$ cat src/rtl/dma_streamer.sv
// Descriptor executor: splits one DMA descriptor into AXI-legal burst requests
// (4 KB page safe, MAX_BURST capped, FIXED bursts capped at 16 beats).
module dma_streamer #(
  parameter int NUM_DESC  = 2,
  parameter int ADDR_W    = 32,
  parameter int BYTES_W   = 32,
  parameter int DATA_W    = 32,
  parameter int MAX_BURST = 256,
  parameter int IDX_W     = (NUM_DESC > 1) ? $clog2(NUM_DESC) : 1
) (
  input  logic                         clk,
  input  logic                         rst,
  input  logic                         str_valid_i,
  input  logic [IDX_W-1:0]             str_idx_i,
  output logic                         str_done_o,
  output logic                         busy_o,
  input  logic [NUM_DESC*ADDR_W-1:0]   desc_addr_i,
  input  logic [NUM_DESC*BYTES_W-1:0]  desc_bytes_i,
  input  logic [NUM_DESC-1:0]          desc_fixed_i,
  output logic                         req_valid_o,
  input  logic                         req_ready_i,
  output logic [ADDR_W-1:0]            req_addr_o,
  output logic [7:0]                   req_len_o,
  output logic [2:0]                   req_size_o,
  output logic [1:0]                   req_burst_o,
  output logic                         req_last_o
);

  localparam int BEAT_B = DATA_W / 8;
  localparam int SZ     = $clog2(BEAT_B);
  localparam int CW     = (BYTES_W > 13) ? BYTES_W : 13;
  localparam logic [BYTES_W-1:0] BYTE_MASK = BYTES_W'(BEAT_B - 1);
  localparam logic [ADDR_W-1:0]  ADDR_MASK = ADDR_W'(BEAT_B - 1);

  typedef enum logic [1:0] {
    S_IDLE  = 2'd0,
    S_ISSUE = 2'd1,
    S_DONE  = 2'd2
  } state_t;

  // Beats for the next burst: FIXED caps at 16, INCR stops at the 4 KB page edge.
  function automatic logic [8:0] calc_beats(input logic [11:0] page_off,
                                            input logic [BYTES_W-1:0] rem,
                                            input logic fixed);
    logic [12:0]   page_b;
    logic [CW-1:0] lim;
    logic [CW-1:0] rw;
    page_b = (13'd4096 - {1'b0, page_off}) >> SZ;
    if (fixed) begin
      lim = CW'(16);
    end else if (page_b < 13'(MAX_BURST)) begin
      lim = CW'(page_b);
    end else begin
      lim = CW'(MAX_BURST);
    end
    rw = CW'(rem);
    calc_beats = (rw < lim) ? 9'(rw) : 9'(lim);
  endfunction

  state_t              state_r, state_s;
  logic [ADDR_W-1:0]   addr_r, addr_s;
  logic [BYTES_W-1:0]  rem_r, rem_s;
  logic                fixed_r, fixed_s;
  logic                aborted_r, aborted_s;
  logic [7:0]          len_r;
  logic [1:0]          burst_r;
  logic                last_r;
  logic                valid_r;
  logic                done_r;
  logic                busy_r;

  logic [ADDR_W-1:0]   sel_addr_s;
  logic [BYTES_W-1:0]  sel_bytes_s;
  logic [BYTES_W-1:0]  sel_rem_s;
  logic                sel_fixed_s;
  logic                hs_s;
  logic [8:0]          cur_bt_s;
  logic [8:0]          nxt_bt_s;
  logic                nxt_last_s;
  logic                load_s;

  assign sel_addr_s  = desc_addr_i[int'(str_idx_i)*ADDR_W +: ADDR_W];
  assign sel_bytes_s = desc_bytes_i[int'(str_idx_i)*BYTES_W +: BYTES_W];
  assign sel_fixed_s = desc_fixed_i[str_idx_i];
  // Round up to whole beats without widening: a partial last beat adds one.
  assign sel_rem_s   = (sel_bytes_s >> SZ) + BYTES_W'(|(sel_bytes_s & BYTE_MASK));

  assign hs_s       = valid_r & req_ready_i;
  assign cur_bt_s   = {1'b0, len_r} + 9'd1;
  assign nxt_bt_s   = calc_beats(addr_s[11:0], rem_s, fixed_s);
  assign nxt_last_s = (CW'(rem_s) == CW'(nxt_bt_s));
  assign load_s     = (state_s == S_ISSUE) && ((state_r != S_ISSUE) || hs_s);

  // Next-state and working-register update.
  always_comb begin
    state_s   = state_r;
    addr_s    = addr_r;
    rem_s     = rem_r;
    fixed_s   = fixed_r;
    aborted_s = 1'b0;
    case (state_r)
      S_IDLE: begin
        if (str_valid_i) begin
          addr_s  = sel_addr_s & ~ADDR_MASK;
          rem_s   = sel_rem_s;
          fixed_s = sel_fixed_s;
          if (sel_rem_s != {BYTES_W{1'b0}}) begin
            state_s = S_ISSUE;
          end else begin
            state_s = S_DONE;
          end
        end else begin
          state_s = S_IDLE;
        end
      end
      S_ISSUE: begin
        // A dropped request is remembered so the pending burst can still complete.
        aborted_s = aborted_r | ~str_valid_i;
        if (hs_s) begin
          rem_s = rem_r - BYTES_W'(cur_bt_s);
          if (fixed_r) begin
            addr_s = addr_r;
          end else begin
            addr_s = addr_r + (ADDR_W'(cur_bt_s) << SZ);
          end
          if (aborted_s) begin
            state_s = S_IDLE;
          end else if (last_r) begin
            state_s = S_DONE;
          end else begin
            state_s = S_ISSUE;
          end
        end else begin
          state_s = S_ISSUE;
        end
      end
      S_DONE: begin
        state_s = S_IDLE;
      end
      default: begin
        state_s = S_IDLE;
      end
    endcase
  end

  // State, working registers and registered request/status outputs.
  always_ff @(posedge clk) begin
    if (rst) begin
      state_r   <= S_IDLE;
      addr_r    <= {ADDR_W{1'b0}};
      rem_r     <= {BYTES_W{1'b0}};
      fixed_r   <= 1'b0;
      aborted_r <= 1'b0;
      len_r     <= 8'd0;
      burst_r   <= 2'b00;
      last_r    <= 1'b0;
      valid_r   <= 1'b0;
      done_r    <= 1'b0;
      busy_r    <= 1'b0;
    end else begin
      state_r   <= state_s;
      addr_r    <= addr_s;
      rem_r     <= rem_s;
      fixed_r   <= fixed_s;
      aborted_r <= aborted_s && (state_s == S_ISSUE);
      valid_r   <= (state_s == S_ISSUE);
      done_r    <= (state_s == S_DONE);
      busy_r    <= (state_s != S_IDLE);
      // Request fields only move on entry or after a handshake, so they hold under backpressure.
      if (load_s) begin
        len_r   <= 8'(nxt_bt_s - 9'd1);
        last_r  <= nxt_last_s;
        burst_r <= fixed_s ? 2'b00 : 2'b01;
      end else begin
        len_r   <= len_r;
        last_r  <= last_r;
        burst_r <= burst_r;
      end
    end
  end

  assign str_done_o  = done_r;
  assign busy_o      = busy_r;
  assign req_valid_o = valid_r;
  assign req_addr_o  = addr_r;
  assign req_len_o   = len_r;
  assign req_size_o  = 3'(SZ);
  assign req_burst_o = burst_r;
  assign req_last_o  = last_r;

endmodule

$ cat config.mk
export PLATFORM = sky130hd
export DESIGN_NAME = dma_streamer
export DESIGN_NICKNAME = d
export VERILOG_FILES = /design/src/rtl/dma_streamer.sv
export SDC_FILE = /design/constraint.sdc
export NUM_CORES = 1
export LEC_CHECK = 0
export CORE_MARGIN = 4
export CORE_UTILIZATION = 55
export CTS_BUF_LIST = sky130_fd_sc_hd__clkbuf_8
export DETAILED_ROUTE_END_ITERATION = 12
export DONT_BUFFER_PORTS = 1
export GPL_ROUTABILITY_DRIVEN = 1
export PLACE_DENSITY = 0.81
export SKIP_LAST_GASP = 1
export SYNTH_ARGS = -nofsm -noshare
export SYNTH_HDL_FRONTEND = slang
export SYNTH_SLANG_ARGS = --single-unit
$ cat constraint.sdc
create_clock -name clk -period 8.4 [get_ports clk]
set_input_delay 0.84 -clock clk [delete_from_list [all_inputs] [get_ports clk]]
set_output_delay 0.84 -clock clk [all_outputs]
set_load 0.005 [all_outputs]
=== Yosys cells after proc, flatten, opt, wreduce, memory -nomap -nowiden ===
Index checks and enable logic that the tools add are counted.

* Eq/ne operators: 8
* Order comparisons: 3
* Mux-type cells: 22
* Bitwise logic cells: 3
* Reductions and logical operators: 9
* Add/subtract/negate cells: 6
* Shifts and indexed selects: 2

{| class="wikitable"
|+ Operator list
! operator !! number
|-
| $mux 32 || 6
|-
| $pmux 32 s2 || 2
|-
| $shiftx 64x7->32 || 2
|-
| $add 32x11->32 || 1
|-
| $eq 32x9->1 || 1
|-
| $lt 32x32->1 || 1
|-
| $reduce_bool 32->1 || 1
|-
| $sub 32x9->32 || 1
|-
| $add 30x1->31 || 1
|-
| $sub 13x12->13 const A || 1
|-
| $lt 11x9->1 const B || 1
|-
| $mux 11 || 1
|-
| $mux 2 || 5
|-
| $add 8x1->9 const B || 1
|-
| $mux 9 || 1
|-
| $sub 8x1->8 const B || 1
|-
| $mux 1 || 6
|-
| $ne 2x2->1 const B || 3
|-
| $eq 2x1->1 const B || 2
|-
| $pmux 2 s2 || 1
|-
| $reduce_and 4->1 || 1
|-
| $reduce_bool 2->1 || 2
|-
| $eq 2x2->1 const B || 1
|-
| $logic_and 1x1->1 || 2
|-
| other kinds (8) || 8
|}

* Word-level logic and storage cells: 65
* Register bits after elaboration: 82
* Bits of input ports: 135
* Output and inout bits: 49

=== Longest topological paths before layout ===
* Depth in word-level cells: 12
* Depth in mapped cells: 28
* Mapped depth without buffers: 25

=== Worst setup path before layout ===
Ideal clock, no wire load.

* Path type: input to register
* Start point: input str_idx_i
* End point: register len_r[5] (netlist: req_len_o[5])
* Setup time: 0.079 ns
* Required time: 8.321 ns
* Path buffers: 7
* Slack: 2.315 ns
* Data arrival time: 6.006 ns
* Cell stages on the path: 27
* Cell sequence: buf_6 -> buf_4 -> buf_6 -> buf_6 -> buf_2 -> buf_2 -> buf_1 -> nor3_1 -> a21oi_1 -> ha_1 -> ha_1 -> nand4b_2 -> a221oi_4 -> nand3_1 -> xor2_1 -> mux2i_1 -> o31a_1 -> o221ai_1 -> inv_1 -> ha_1 -> nand3_1 -> o21bai_1 -> nor3_1 -> o31a_1 -> nand3_4 -> mux2_4 -> a211oi_2

* Elaborated cells between the ends (all ways): 25
* Classes of those cells: add/sub (3); order compare (2); eq/ne (1); shift (2); mux (14); reduce/logical (3)

{| class="wikitable"
|+ RTL lines
! what !! line !! source
|-
| start: declaration || 14 || <nowiki>input logic [IDX_W-1:0] str_idx_i,</nowiki>
|-
| $shiftx 64x7->32 * || 83 || <nowiki>assign sel_bytes_s = desc_bytes_i[int'(str_idx_i)*BYTES_W +: BYTES_W];</nowiki>
|-
| $reduce_or 2->1 || 86 || <nowiki>assign sel_rem_s = (sel_bytes_s >> SZ) + BYTES_W'(|(sel_bytes_s & BYTE_MASK));</nowiki>
|-
| $add 30x1->31 * || 86 ||
|-
| $mux 32 * || 103 || <nowiki>if (str_valid_i) begin</nowiki>
|-
| $pmux 32 s2 * || 101 || <nowiki>case (state_r)</nowiki>
|-
| via rem_s[10] || 62 || <nowiki>logic [BYTES_W-1:0] rem_r, rem_s;</nowiki>
|-
| $lt 32x32->1 * || 57 || <nowiki>calc_beats = (rw < lim) ? 9'(rw) : 9'(lim);</nowiki>
|-
| $mux 9 * || 57 ||
|-
| $sub 8x1->8 * || 171 || <nowiki>len_r <= 8'(nxt_bt_s - 9'd1);</nowiki>
|-
| end signal: assignment || 171 ||
|-
| end signal: assignment || 175 || <nowiki>len_r <= len_r;</nowiki>
|-
| end: declaration || 65 || <nowiki>logic [7:0] len_r;</nowiki>
|}

The timed path passes the listed nets; every way through them passes the cells marked *. The select of a mux whose other input is x is not followed.
A chain may end at the register's enable or synchronous reset.

=== Final worst setup path ===
* Start point: register state_r[0]
* End point: register len_r[5] (netlist: req_len_o[5])

* Longest elaborated chain between the ends: 9
* Elaborated cells between the ends (all ways): 17
* Classes of those cells: add/sub (2); order compare (2); eq/ne (3); mux (7); reduce/logical (3)

{| class="wikitable"
|+ RTL lines
! what !! line !! source
|-
| start: declaration || 60 || <nowiki>state_t state_r, state_s;</nowiki>
|-
| start signal: assignment || 161 || <nowiki>state_r <= state_s;</nowiki>
|-
| $eq 2x1->1 or $logic_not 2->1 (tied branches) || 101 ||
|-
| $pmux 32 s2 || 101 ||
|-
| $sub 13x12->13 || 48 || <nowiki>page_b = (13'd4096 - {1'b0, page_off}) >> SZ;</nowiki>
|-
| $lt 11x9->1 || 51 || <nowiki>end else if (page_b < 13'(MAX_BURST)) begin</nowiki>
|-
| $mux 11 || 51 ||
|-
| $mux 32 || 49 || <nowiki>if (fixed) begin</nowiki>
|-
| $lt 32x32->1 || 57 ||
|-
| $mux 9 || 57 ||
|-
| $sub 8x1->8 || 171 ||
|}

Parallel ways exist; a longest one is shown, timed or not.

==> flow_metrics.py <==
metrics = {
    "status": {
        "status": "completed",
    },
    "synthesis": {
        "yosys-top-cells-count": "132 x nor2_1, 81 x dfxtp_1, 67 x nand2_1",
        "synth_area_leader_cell": "dfxtp_1",
        "yosysMostFrequentCell": "nor2_1",
        "netlist_area_um2": 8290,
        "synth-seq-cells": 81,
        "yosys_warnings": 0,
        "syn_area_per_cell_um2": 7.65,
        "ys_types": 93,
        "synth_ff_type": "dfxtp_1",
        "synth_top_area_share_pct": 19.6,
        "synth-seq-area-share_pct": 19.6,
        "synth_edf_count": 0,
        "async_flop_share_pct": 0,
        "syn_inst": 1084,
        "synth.top_cells.by_area": "dfxtp_1 20%, mux2i_1 6.9%, nor2_1 6.0%, ha_1 5.0%, xnor2_1 4.9%",
    },
    "die": {
        "die_area_um2": 17100,
        "ios": 184,
        "rows": 44,
        "die_w_um": 131,
        "core_region_area_um2": 14600,
        "initial_core_util_pct": 56.6,
        "chipHeight_um": 131,
    },
    "route": {
        "remaining_drc_errors": 0,
        "wl_per_cell_um": 20.6,
        "drt_iter0_markers": 933,
        "detail-route-antenna-nets": 0,
        "wl_um": 25400,
        "dr.pass1.iters": 7,
        "viasPerCell": 6.89,
        "vias": 8512,
    },
    "grt": {
        "grt_pass1_wl_um": 39100,
        "grt_max_degree": 92,
        "grt_pass1_vias": 7599,
        "grt_overflow": 0,
        "antenna_found_initial": 0,
        "grt_usage_pct": 28.7,
    },
    "sta": {
        "max_freq_mhz": 166,
        "slew_violations": 0,
        "finalSetupViolCount": 0,
        "rsz0062_at_grt": "no",
        "setup_tns_ns": 0,
        "timing.final.ws_setup_ns": 2.36,
        "finClkSkew_ns": 0.0142,
        "hold_viol": 0,
        "tightest_slew_ns": 0.983,
        "fin_crit_sh_pct": 71.9,
        "final.min_clock_period_ns": 6.04,
        "slew_headroom_pct": 33.6,
    },
    "worst_hold_path": {
        "hold_path_end": "req_addr_o[1]",
        "hold-path-cell-count": 1,
        "min_from": "req_addr_o[1]",
        "min_path_type": "register to register",
    },
    "cells_and_area": {
        "antenna_cells": 0,
        "layout-drive-gt1-share_pct": 7.23,
        "fin_util_pct": 58.1,
        "area_growth_pct": 2.63,
        "nets": 1216,
    },
    "place": {
        "pre_cts_ws_ns": 2.51,
        "gp_congestion": 0.990,
        "port_buffers": 0,
        "place_hpwl_um": 19200,
    },
    "clock_tree": {
        "cts_sinks": 81,
        "post_cts_buffers": 0,
        "cts_hold_buf": 0,
        "cts_tree": "yes",
        "clk_latency_ns": 0.38,
        "numCtsBuffers": 9,
        "h-tree-depth": 3,
        "clock_path_buffers": 2,
        "root_buffer": "clkbuf_8",
        "path_clk_slew_ns": 0.10,
        "cts_resized": 0,
    },
    "critical_path": {
        "path_cells": "nand2b_1 > o32ai_1 > a21o_1 > nor3_2 > and3_1 > a41oi_1 > nand2_1 > ha_1 > a21oi_1 > nor2b_1 > o21ai_0 > nand2b_1 > a21oi_1 > o21bai_1 > nor3_1 > o31a_1 > nand3_4 > mux2_4 > a211oi_2",
        "max_stage_delay_ns": 0.93,
        "crit_arrival_ns": 6.35,
        "cp_data_required_time_ns": 8.71,
        "rr_startpoint": "state_r[0]",
        "r2r-end": "req_len_o[5]",
        "ff2ff_path_depth": 19,
        "path_buf_inv": 0,
        "path_max_fanout": 25,
        "critPathCaptureType": "register",
        "rrSetupSlack_ns": 2.36,
        "path_class": "register to register",
        "start_kind": "register",
        "crit_start": "state_r[0]",
        "critPathTopFamily": "compound AO/OA/AOI/OAI gates",
        "crit_slowest_cell": "dfxtp_1",
    },
    "power": {
        "leakage_nw": 3.33,
        "peakVddDrop_mv": 0.108,
        "power_density_nw_per_um2": 144,
    },
    "flow_run": {
        "max_cap_viol_count": 0,
    },
}
-- routing by layer --
layer | track usage, % | routed length (µm) | up-vias
met5 | 0 | 0 | -
met4 | 10.7 | 1090 | 0
met3 | 6.34 | 2410 | 84
met2 | 47.3 | 11900 | 470
met1 | 36.7 | 9950 | 3942
li1 | - | - | 4016
-- layout by cell type (no fill, tap or decap), types with 8 or more instances in the layout --
cell and n:
nor2_1 132, dfxtp_1 81, nand2_1 67, a21oi_1 64, o21ai_0 57, mux2i_1 57, xnor2_1 46, nand3_1 41
inv_1 35, nor3_1 34, ha_1 33, nand4_1 26, xor2_1 23, nor4_1 20, a31oi_1 19, a211oi_1 16
a221oi_1 15, nor2b_1 14, mux2_2 14, o21a_1 13, and3_1 12, nand2b_1 11, a21o_1 10, clkbuf_8 10
or3_1 9, o211ai_1 8, nand4b_1 8, buf_4 8
-- report_power, final --
part           switching [mW]  internal, mW  total [mW]
Sequential             0.0444         0.414       0.459
Combinational           0.286         0.194       0.480
Clock                   0.167         0.120       0.287
-- final cells by class --
| class | instances | area (µm²) |
|---|---|---|
| Tap cell | 184 | 230 |
| Fill cell | 1364 | 6130 |
| Inverter | 35 | 131 |
| Sequential cell | 81 | 1620 |
| Multi-Input combinational cell | 911 | 6280 |
| Timing Repair Buffer | 8 | 60.1 |
| Clock buffer | 10 | 138 |
| Clock inverter | 6 | 51.3 |
-- through the flow --
stage / instance area [µm²] / hold slack (ns) / cells / power, mW
6_report: 8510 / 0.513 / 1235 / 1.23
5_1_grt: 8510 / 0.489 / 1235 / 1.30
3_3_place_gp: 8320 / 0.491 / 1219 / 0.926
2_1_floorplan: 8310 / 0.482 / 1088 / 0.843
3_5_place_dp: 8320 / 0.502 / 1219 / 0.933
4_1_cts: 8510 / 0.500 / 1235 / 1.22
-- sequential cells by signal, indices dropped and copies added (netlist names) --
register and flops:
aborted_r 1, busy_o 1, fixed_r 1, rem_r 32, req_addr_o 32, req_burst_o 1
req_last_o 1, req_len_o 8, req_valid_o 1, state_r 2, str_done_o 1
-- cell families (layout without fill, tap and decap cells) --
family	Yosys count	in the layout	synth area share, %
buffers and inverters	96	59	5.10
DFF	81	81	19.6
muxes	72	72	8.96
other	2	6	0.0906
AOI/OAI and AO/OA	299	299	25.7
xor gates and xnor gates	69	69	7.29
and+or+nand+nor	430	430	27.8
adders and majority gates	35	35	5.46
-- how the worst max path moves through the flow --
stage | end | slack (ns) | cells past startpoint
after floorplan | req_len_o[5] | 2.31 | 27
after global placement | req_len_o[5] | 2.57 | 19
after detailed placement | req_len_o[5] | 2.51 | 19
after CTS | req_len_o[5] | 2.50 | 19
after global routing | req_len_o[5] | 1.97 | 19
final | req_len_o[5] | 2.36 | 19
(Power assumes the default switching activity.)
